### src/rtl/gpu_pkg.sv
// gpu_pkg: shared opcodes, instruction field positions and sequencer state encoding
package gpu_pkg;
    localparam logic [7:0] OP_NOP        = 8'h00;
    localparam logic [7:0] OP_SET_COLOR  = 8'h01;
    localparam logic [7:0] OP_SET_CURSOR = 8'h02;
    localparam logic [7:0] OP_PIXEL      = 8'h03;
    localparam logic [7:0] OP_HLINE      = 8'h04;
    localparam logic [7:0] OP_CLEAR      = 8'h05;
    localparam int OPC_LSB  = 0;
    localparam int ARG2_LSB = 8;
    localparam int ARG1_LSB = 16;
    localparam int ARG0_LSB = 24;
    typedef enum logic [2:0] {S_IDLE, S_DECODE, S_WRITE, S_RELEASE, S_DRAIN} state_t;
endpackage

### src/rtl/gpu_cursor.sv
// gpu_cursor: x/y drawing cursor with load, raster-order advance with wrap, and linear address
module gpu_cursor #(
    parameter int H_RES  = 80,
    parameter int V_RES  = 60,
    parameter int ADDR_W = 13
) (
    input  logic              i_clk,
    input  logic              i_reset,
    input  logic              i_load,
    input  logic [7:0]        i_x,
    input  logic [7:0]        i_y,
    input  logic              i_advance,
    output logic [ADDR_W-1:0] o_addr
);
    logic [7:0] x, y;
    // load wins over advance; advance steps right, then down, wrapping at the last pixel
    always_ff @(posedge i_clk) begin
        if (i_reset) begin
            x <= 8'd0;
            y <= 8'd0;
        end else if (i_load) begin
            x <= i_x;
            y <= i_y;
        end else if (i_advance) begin
            x <= (x == 8'(H_RES-1)) ? 8'd0 : x + 8'd1;
            y <= (x != 8'(H_RES-1)) ? y : (y == 8'(V_RES-1)) ? 8'd0 : y + 8'd1;
        end
    end
    assign o_addr = ADDR_W'(32'(y) * 32'(H_RES) + 32'(x));
endmodule

### src/rtl/gpu_cmd_sequencer.sv
// gpu_cmd_sequencer: executes buffered draw instructions as framebuffer write bursts
module gpu_cmd_sequencer
    import gpu_pkg::*;
#(
    parameter int H_RES   = 80,
    parameter int V_RES   = 60,
    parameter int ADDR_W  = 13,
    parameter int COLOR_W = 8
) (
    input  logic               i_clk,
    input  logic               i_reset,
    input  logic [31:0]        i_instruction,
    input  logic               i_ready,
    output logic               o_buf_reset,
    output logic [ADDR_W-1:0]  o_fb_addr,
    output logic [COLOR_W-1:0] o_fb_data,
    output logic               o_fb_valid,
    input  logic               i_fb_ready,
    output logic               o_busy,
    output logic               o_error
);
    state_t             state;
    logic [23:0]        instr;
    logic [COLOR_W-1:0] color;
    logic [15:0]        count;
    logic [7:0]         op, arg1, arg2;
    logic               load, hs, unused_arg0;

    function automatic logic bad_instr(input logic [23:0] w);
        return (w[OPC_LSB +: 8] > OP_CLEAR) ||
               ((w[OPC_LSB +: 8] == OP_SET_CURSOR) &&
                (({1'b0, w[ARG1_LSB +: 8]} >= 9'(H_RES)) || ({1'b0, w[ARG2_LSB +: 8]} >= 9'(V_RES))));
    endfunction

    assign unused_arg0 = ^i_instruction[ARG0_LSB +: 8];
    assign op   = instr[OPC_LSB +: 8];
    assign arg1 = instr[ARG1_LSB +: 8];
    assign arg2 = instr[ARG2_LSB +: 8];
    assign hs   = o_fb_valid && i_fb_ready;
    assign load = (state == S_DECODE) && ((op == OP_CLEAR) || ((op == OP_SET_CURSOR) && !bad_instr(instr)));
    assign o_fb_data = color;

    gpu_cursor #(.H_RES(H_RES), .V_RES(V_RES), .ADDR_W(ADDR_W)) u_cursor (
        .i_clk     (i_clk),
        .i_reset   (i_reset),
        .i_load    (load),
        .i_x       (op == OP_CLEAR ? 8'd0 : arg1),
        .i_y       (op == OP_CLEAR ? 8'd0 : arg2),
        .i_advance (hs),
        .o_addr    (o_fb_addr)
    );

    // instruction FSM; error is flagged on latch so it is visible during DECODE
    always_ff @(posedge i_clk) begin
        if (i_reset) begin
            state       <= S_IDLE;
            instr       <= 24'd0;
            color       <= '0;
            count       <= 16'd0;
            o_buf_reset <= 1'b0;
            o_fb_valid  <= 1'b0;
            o_busy      <= 1'b0;
            o_error     <= 1'b0;
        end else begin
            o_buf_reset <= 1'b0;
            o_error     <= 1'b0;
            case (state)
                S_IDLE: if (i_ready) begin
                    instr   <= i_instruction[23:0];
                    o_error <= bad_instr(i_instruction[23:0]);
                    o_busy  <= 1'b1;
                    state   <= S_DECODE;
                end
                S_DECODE: begin
                    if (op == OP_SET_COLOR) color <= arg2[COLOR_W-1:0];
                    count <= (op == OP_CLEAR) ? 16'(H_RES*V_RES) : (op == OP_HLINE) ? {8'd0, arg2} : 16'd1;
                    if ((op == OP_PIXEL) || (op == OP_CLEAR) || ((op == OP_HLINE) && (arg2 != 8'd0))) begin
                        o_fb_valid <= 1'b1;
                        state      <= S_WRITE;
                    end else begin
                        o_buf_reset <= 1'b1;
                        state       <= S_RELEASE;
                    end
                end
                S_WRITE: if (hs) begin
                    count <= count - 16'd1;
                    if (count == 16'd1) begin
                        o_fb_valid  <= 1'b0;
                        o_buf_reset <= 1'b1;
                        state       <= S_RELEASE;
                    end
                end
                S_RELEASE: state <= S_DRAIN;
                S_DRAIN: if (!i_ready) begin
                    o_busy <= 1'b0;
                    state  <= S_IDLE;
                end
                default: state <= S_IDLE;
            endcase
        end
    end
endmodule
### config.mk
export PLATFORM = sky130hd
export DESIGN_NAME = gpu_cmd_sequencer
export DESIGN_NICKNAME = d
export VERILOG_FILES = /design/src/rtl/gpu_pkg.sv /design/src/rtl/gpu_cursor.sv /design/src/rtl/gpu_cmd_sequencer.sv
export SDC_FILE = /design/constraint.sdc
export NUM_CORES = 1
export LEC_CHECK = 0
export ABC_AREA = 1
export CAP_MARGIN = 20
export CORE_MARGIN = 2
export CORE_UTILIZATION = 25
export DETAILED_ROUTE_END_ITERATION = 16
export GPL_TIMING_DRIVEN = 0
export PLACE_DENSITY = 0.42
export SETUP_SLACK_MARGIN = 0.4
export SYNTH_ARGS = -nofsm -noshare
export SYNTH_HDL_FRONTEND = slang
export SYNTH_SLANG_ARGS = --single-unit
### constraint.sdc
create_clock -name i_clk -period 5.4 [get_ports i_clk]
set_input_delay 0.54 -clock i_clk [delete_from_list [all_inputs] [get_ports i_clk]]
set_output_delay 0.54 -clock i_clk [all_outputs]
set_load 0.05 [all_outputs]
==> results of run 1 <==
==> per-layer routing <==
| metal | GRT usage [%] | wire, µm | part of all wire, % |
|---|---|---|---|
| met2 | 23.5 | 5890 | 49 |
| met1 | 17.3 | 5750 | 47 |
| met4 | 5.32 | 216 | 1.8 |
| met3 | 2.06 | 284 | 2.3 |
| met5 | 0 | 0 | 0 |
==> state kept, by name, summed over array words and instances (netlist names) <==
register and flops:
count 16, o_buf_reset 1, state 3, u_cursor.x 8, u_cursor.y 8, o_fb_valid 1
o_error 1, o_fb_data 8, o_busy 1, instr 24
==> worst min path at each step <==
| stage | depth (start not counted) | to | from | slack (ps) |
|---|---|---|---|---|
| 6_report | 2 | o_fb_data[4] | o_fb_data[4] | 450 |
| 5_1_grt | 2 | o_fb_data[6] | o_fb_data[6] | 470 |
| 4_1_cts | 2 | o_fb_data[4] | o_fb_data[4] | 450 |
| 3_5_place_dp | 2 | o_fb_data[4] | o_fb_data[4] | 440 |
| 3_3_place_gp | 2 | o_fb_data[4] | o_fb_data[4] | 450 |
| 2_1_floorplan | 2 | instr[23] | instr[23] | 430 |
==> worst reg2reg max path: stages (launching register included) <==
cell     delay [ps]
dfxtp_1         400
ha_1            210
nand3_1         170
nor2_1          360
inv_2           180
o31ai_1         260
nor2_1           70
==> logic make-up (layout without fill, tap and decap cells) <==
group	Yosys count	in the layout	share of synthesized area (%)
AND/OR/NAND/NOR	308	308	31.2
AO/OA/AOI/OAI	127	127	15.8
buffers and inverters	96	163	9.76
flip-flops	71	71	33.0
adder cells (fa/ha/maj)	21	21	6.45
XOR/XNOR	19	19	3.86
==> power by group through the flow <==
stage	logic, mW	clock network (mW)	registers [mW]
after floorplan	0.787	0	0.809
after global placement	1.09	0	0.810
after detailed placement	1.10	0	0.811
after CTS	1.10	0.653	0.802
after global routing	1.23	0.675	0.820
final	1.09	0.632	0.800
==> layout make-up <==
type | instances | area [µm²]
sequential | 71 | 1420
tap | 225 | 282
fill | 1893 | 11600
inverter | 73 | 279
clock inverter | 4 | 70.1
timing repair buffer | 51 | 510
buffer | 23 | 141
multi-input combinational | 475 | 2470
clock buffer | 12 | 236
==> through the flow <==
stage | worst slack, ps | area (µm²) | hold slack, ps | utilization, %
after global routing | 1210 | 5410 | 468 | 31.7
after CTS | 1380 | 5410 | 449 | 31.7
after global placement | 1760 | 5100 | 445 | 29.9
after detailed placement | 1740 | 5100 | 441 | 29.9
after floorplan | 2390 | 4310 | 430 | -
final | 1430 | 5410 | 447 | 31.7
==> cells in the final DEF (no fill, tap or decap), drive strengths merged <==
cell	netlist	routed
nor2	130	130
nand2	114	114
inv	73	73
dfxtp	71	71
o21ai	65	65
clkdlybuf4s50	0	51
a21oi	47	47
nand3	33	33
clkbuf	8	20
ha	19	19
buf	15	15
xor2	13	13
nand4	11	11
nor3	11	11
o211ai	9	9
xnor2	6	6
or2	4	4
a31oi	3	3
o31ai	3	3
nor3b	3	3
fa	2	2
bufinv	0	2
clkinv	0	2
and3	1	1
nor4	1	1
==> impl_metrics.json, run 1 <==
{
  "dp_cells": 918,
  "cts_tree": "done",
  "syn_to_final_growth_pct": 25.5,
  "ant_nets": 0,
  "synthCells": 642,
  "start_kind": "flip-flop",
  "route.detailed.drc": 0,
  "antenna_found_initial": 0,
  "finalWirelength_um": 12100,
  "async_flop_share_pct": 0,
  "ios": 61,
  "slew_headroom_pct": 66.4,
  "die_area_um2": 18300,
  "vias": 4239,
  "grt_max_degree": 12,
  "cts_buffer_depth": 2,
  "core_area_um2": 17100,
  "synth_area_um2": 4310,
  "arrival_ps": 3430,
  "setup_violations": 0,
  "rows": 48,
  "synth_edf_count": 0,
  "swShare_pct": 42.8,
  "start_util_pct": 25.3,
  "cts_resized": 0,
  "instances_no_fill": 934,
  "power_density_nw_per_um2": 467,
  "synth.area.top_cells": "dfxtp_1, nor2_1, nand2_1",
  "htree_levels": 3,
  "status": "completed",
  "postCtsHoldBufs": 0,
  "hpwl_um": 9340,
  "syn_nets": 699,
  "fin_crit_sh_pct": 73.5,
  "cp.required_ps": 4860,
  "cts_sinks": 71,
  "gr-usage-all-layers_pct": 13.7,
  "power_mw": 2.52,
  "wl_per_cell_um": 13.0,
  "cp_top_family": "adder cells",
  "yosysTopAreaCell": "dfxtp_1",
  "cts-root-buf": "clkbuf_16",
  "leakagePower_nw": 2.36,
  "grt_pass1_vias": 4094,
  "clock.fmax_mhz": 252,
  "hp-class": "reg -> reg",
  "rr_startpoint": "u_cursor.x[0]",
  "worst_pin_slew_ps": 502,
  "synth.most_common_cell": "nor2_1",
  "firstDrtPassIters": 4,
  "syn_avg_cell_area_um2": 6.71,
  "cap_violations": 0,
  "slowest_stage": "clkdlybuf4s50_1",
  "synth_flop_cell": "dfxtp_1",
  "max_stage_delay_ps": 790,
  "synth.top_cell.area_share_pct": 33.0,
  "finClkSkew_ps": 6.98,
  "crit_fanout": 7,
  "drive_gt1_share_pct": 7.33,
  "grt_overflow": 0,
  "r2r-end": "u_cursor.y[7]",
  "drtIter0Drc": 204,
  "peakVddDrop_v": 0.000205,
  "gp_congestion": 0.829,
  "grt_pass1_wl_um": 19900,
  "die_w_um": 135,
  "clock_latency_ps": 340,
  "rr_worst_depth": 6,
  "rsz0062_at_grt": "false",
  "synth_cell_type_count": 38,
  "cts.clk_slew.worst_paths_ps": 60,
  "seqPwrFrac_pct": 31.7,
  "critPathLaunch": "u_cursor.y[3]",
  "insertedDiodeCount": 0,
  "cp_num_buf_inv": 2,
  "worstSetupPathType": "reg -> out",
  "post_cts_buffers": 0,
  "reg2reg_setup_slack_ps": 3650,
  "yosysWarnings": 0,
  "clkPwrFrac_pct": 25.0,
  "power.internal_mw": 1.44,
  "layout_min_cycle_time_ps": 3970,
  "end_kind": "output pin",
  "p_comb_share_pct": 43.3,
  "worstSetupEndpoint": "o_fb_addr[12]",
  "fin_setup_tns_ps": 0,
  "ys_seq_area_share_pct": 33.0,
  "power.switching_mw": 1.08,
  "via_per_inst": 4.54,
  "ys_seq_elements": 71,
  "path_cells": "ha_1, ha_1, inv_1, fa_1, xnor2_1, nand3_1, nor2_1, nand2_1, or2_1, nand2_1, clkdlybuf4s50_1",
  "synthTopCellsByCount": "nor2_1, nand2_1, dfxtp_1",
  "hold_viol_final": 0,
  "num-nets-final": 761,
  "portBuffers": 51,
  "path_depth": 11,
  "die_y_um": 135,
  "maxSlewViolCount": 0,
  "cts_buffers": 9
}
Note: power is estimated with default switching activity, not from simulation.
==> run 2: changes to the inputs <==
- clock period: 5.4 -> 3.8 ns (I/O delays scaled with it)
==> run 2 against run 1 <==
Effect of this change: total power rose by 42%; non-clock buffer count unchanged; global-route usage unchanged; combinational power up 42%; register-to-register slack got worse by 1600 ps; critical path depth did not move; highest routed layer unchanged.
==> impl_metrics.json, run 2 (synthesis gave the netlist of run 1 again) <==
{
  "fin_crit_sh_pct": 86.5,
  "seqPwrFrac_pct": 31.7,
  "ant_nets": 0,
  "maxSlewViolCount": 0,
  "rr_worst_depth": 6,
  "grt_pass1_vias": 4094,
  "post-route-util_pct": 31.6,
  "hold_viol_final": 0,
  "worstSetupPathType": "reg -> out",
  "firstDrtPassIters": 4,
  "grt_overflow": 0,
  "hpwl_um": 9340,
  "ios": 61,
  "num-nets-final": 761,
  "vias": 4239,
  "route.detailed.drc": 0,
  "cts_tree": "done",
  "clkPwrFrac_pct": 25.1,
  "layout_common_cells": "nor2_1, nand2_1, dfxtp_1",
  "finClkSkew_ps": 6.98,
  "swShare_pct": 42.9,
  "via_per_inst": 4.54,
  "drive_gt1_share_pct": 7.76,
  "cts_sinks": 71,
  "power.switching_mw": 1.54,
  "worst_pin_slew_ps": 502,
  "final_common_cell": "nor2_1",
  "rsz0062_at_grt": "true",
  "hp-start": "i_reset",
  "whs_path_depth": 2,
  "drtIter0Drc": 204,
  "finalWirelength_um": 12200,
  "wl_per_cell_um": 13.0,
  "leakagePower_nw": 2.39,
  "largest_reg_flops": 24,
  "slew_headroom_pct": 66.4,
  "cp.required_ps": 3420,
  "die_y_um": 135,
  "clock_latency_ps": 340,
  "rr_startpoint": "u_cursor.x[0]",
  "min_to": "count[3]",
  "start_kind": "flip-flop",
  "syn_to_final_growth_pct": 25.2,
  "core_area_um2": 17100,
  "htree_levels": 3,
  "hp-class": "in -> reg",
  "setup_violations": 0,
  "largest_register": "instr",
  "gr-usage-all-layers_pct": 13.7,
  "area.sequential_um2": 1420,
  "grt_max_degree": 12,
  "top_regs": "instr x24, count x16",
  "die_area_um2": 18300,
  "end_kind": "output pin",
  "reg2reg_setup_slack_ps": 2050,
  "cap_violations": 0,
  "antenna_found_initial": 0,
  "fin_setup_tns_ps": 0,
  "multi_input_area_um2": 2470,
  "p_comb_share_pct": 43.2,
  "peakVddDrop_v": 0.000291,
  "power.internal_mw": 2.05,
  "cts.clk_slew.worst_paths_ps": 60,
  "grt_pass1_wl_um": 19900,
  "arrival_ps": 2910,
  "cts_buffer_depth": 2,
  "gp_congestion": 0.829,
  "status": "completed",
  "power_density_nw_per_um2": 664,
  "cts_buffers": 9,
  "crit_fanout": 7,
  "postCtsHoldBufs": 0,
  "layout_min_cycle_time_ps": 3290,
  "power_mw": 3.58,
  "fillers": 1897,
  "rows": 48,
  "clock.fmax_mhz": 304,
  "r2r-end": "u_cursor.y[7]",
  "portBuffers": 51,
  "post_cts_buffers": 0,
  "start_util_pct": 25.3,
  "insertedDiodeCount": 0,
  "die_w_um": 135,
  "cts-root-buf": "clkbuf_16"
}
==> run 2: changes by cell type in the layout (fill, tap and decap cells not counted), sizes merged <==
cell and change:
dlygate4sd2 +1, clkbuf +3, dlymetal6s2s +1, clkdlybuf4s50 -5
==> run 2: per-layer routing <==
| metal | vias to the layer above | share of wire [%] | track usage [%] |
|---|---|---|---|
| li1 | 2210 | - | - |
| met1 | 1954 | 47 | 17.3 |
| met2 | 57 | 48 | 23.5 |
| met3 | 18 | 2.4 | 2.06 |
| met4 | 0 | 1.8 | 5.32 |
| met5 | - | 0 | 0 |
==> run 2: through the flow <==
step                hold slack, ps  setup WS [ps]  cells  instance area (µm²)
floorplan                      430            949    642                 4310
global placement               445            320    918                 5100
detailed placement             441            303    918                 5100
CTS                            427            212    934                 5400
global route                   468            302    934                 5390
finish                         428            514    934                 5390
==> run 2: how the worst max path moves through the flow <==
| stage | slack (ps) | end | startpoint | cells past startpoint |
|---|---|---|---|---|
| floorplan | 950 | o_fb_addr[11] | u_cursor.y[3] | 8 |
| global placement | 320 | o_fb_addr[12] | u_cursor.y[3] | 11 |
| detailed placement | 300 | o_fb_addr[12] | u_cursor.y[2] | 11 |
| CTS | 210 | o_fb_addr[12] | u_cursor.y[3] | 11 |
| global route | 300 | o_fb_addr[12] | u_cursor.y[2] | 11 |
| finish | 510 | o_fb_addr[12] | u_cursor.y[3] | 11 |
==> run 2: worst max-delay path: stages (launching register included) <==
cell	delay [ps]
dfxtp_1	390
ha_1	320
ha_1	190
inv_1	60
fa_1	400
xnor2_1	300
nand3_1	170
nor2_1	130
nand2_1	60
or2_1	230
nand2_1	60
clkbuf_2	270
==> run 2: layout make-up <==
type	instances	area share (%)
Clock inverter	4	1.30
Sequential cell	71	26.4
Timing Repair Buffer	51	9.21
Inverter	73	5.17
Tap cell	225	5.22
Multi-Input combinational cell	475	45.7
Buffer	23	2.62
Clock buffer	12	4.38
==> run 2: timing repair <==
item / CTS / global route
cloned: 0 / 0
setup endpoints to repair: 4 / 4
gates resized for setup: 4 / 7
==> run 2: power groups by stage <==
stage | logic [mW] | registers, mW | clock network, mW
global route | 1.75 | 1.17 | 0.960
global placement | 1.55 | 1.15 | 0
floorplan | 1.12 | 1.15 | 0
CTS | 1.57 | 1.14 | 0.927
detailed placement | 1.56 | 1.15 | 0
finish | 1.55 | 1.14 | 0.898
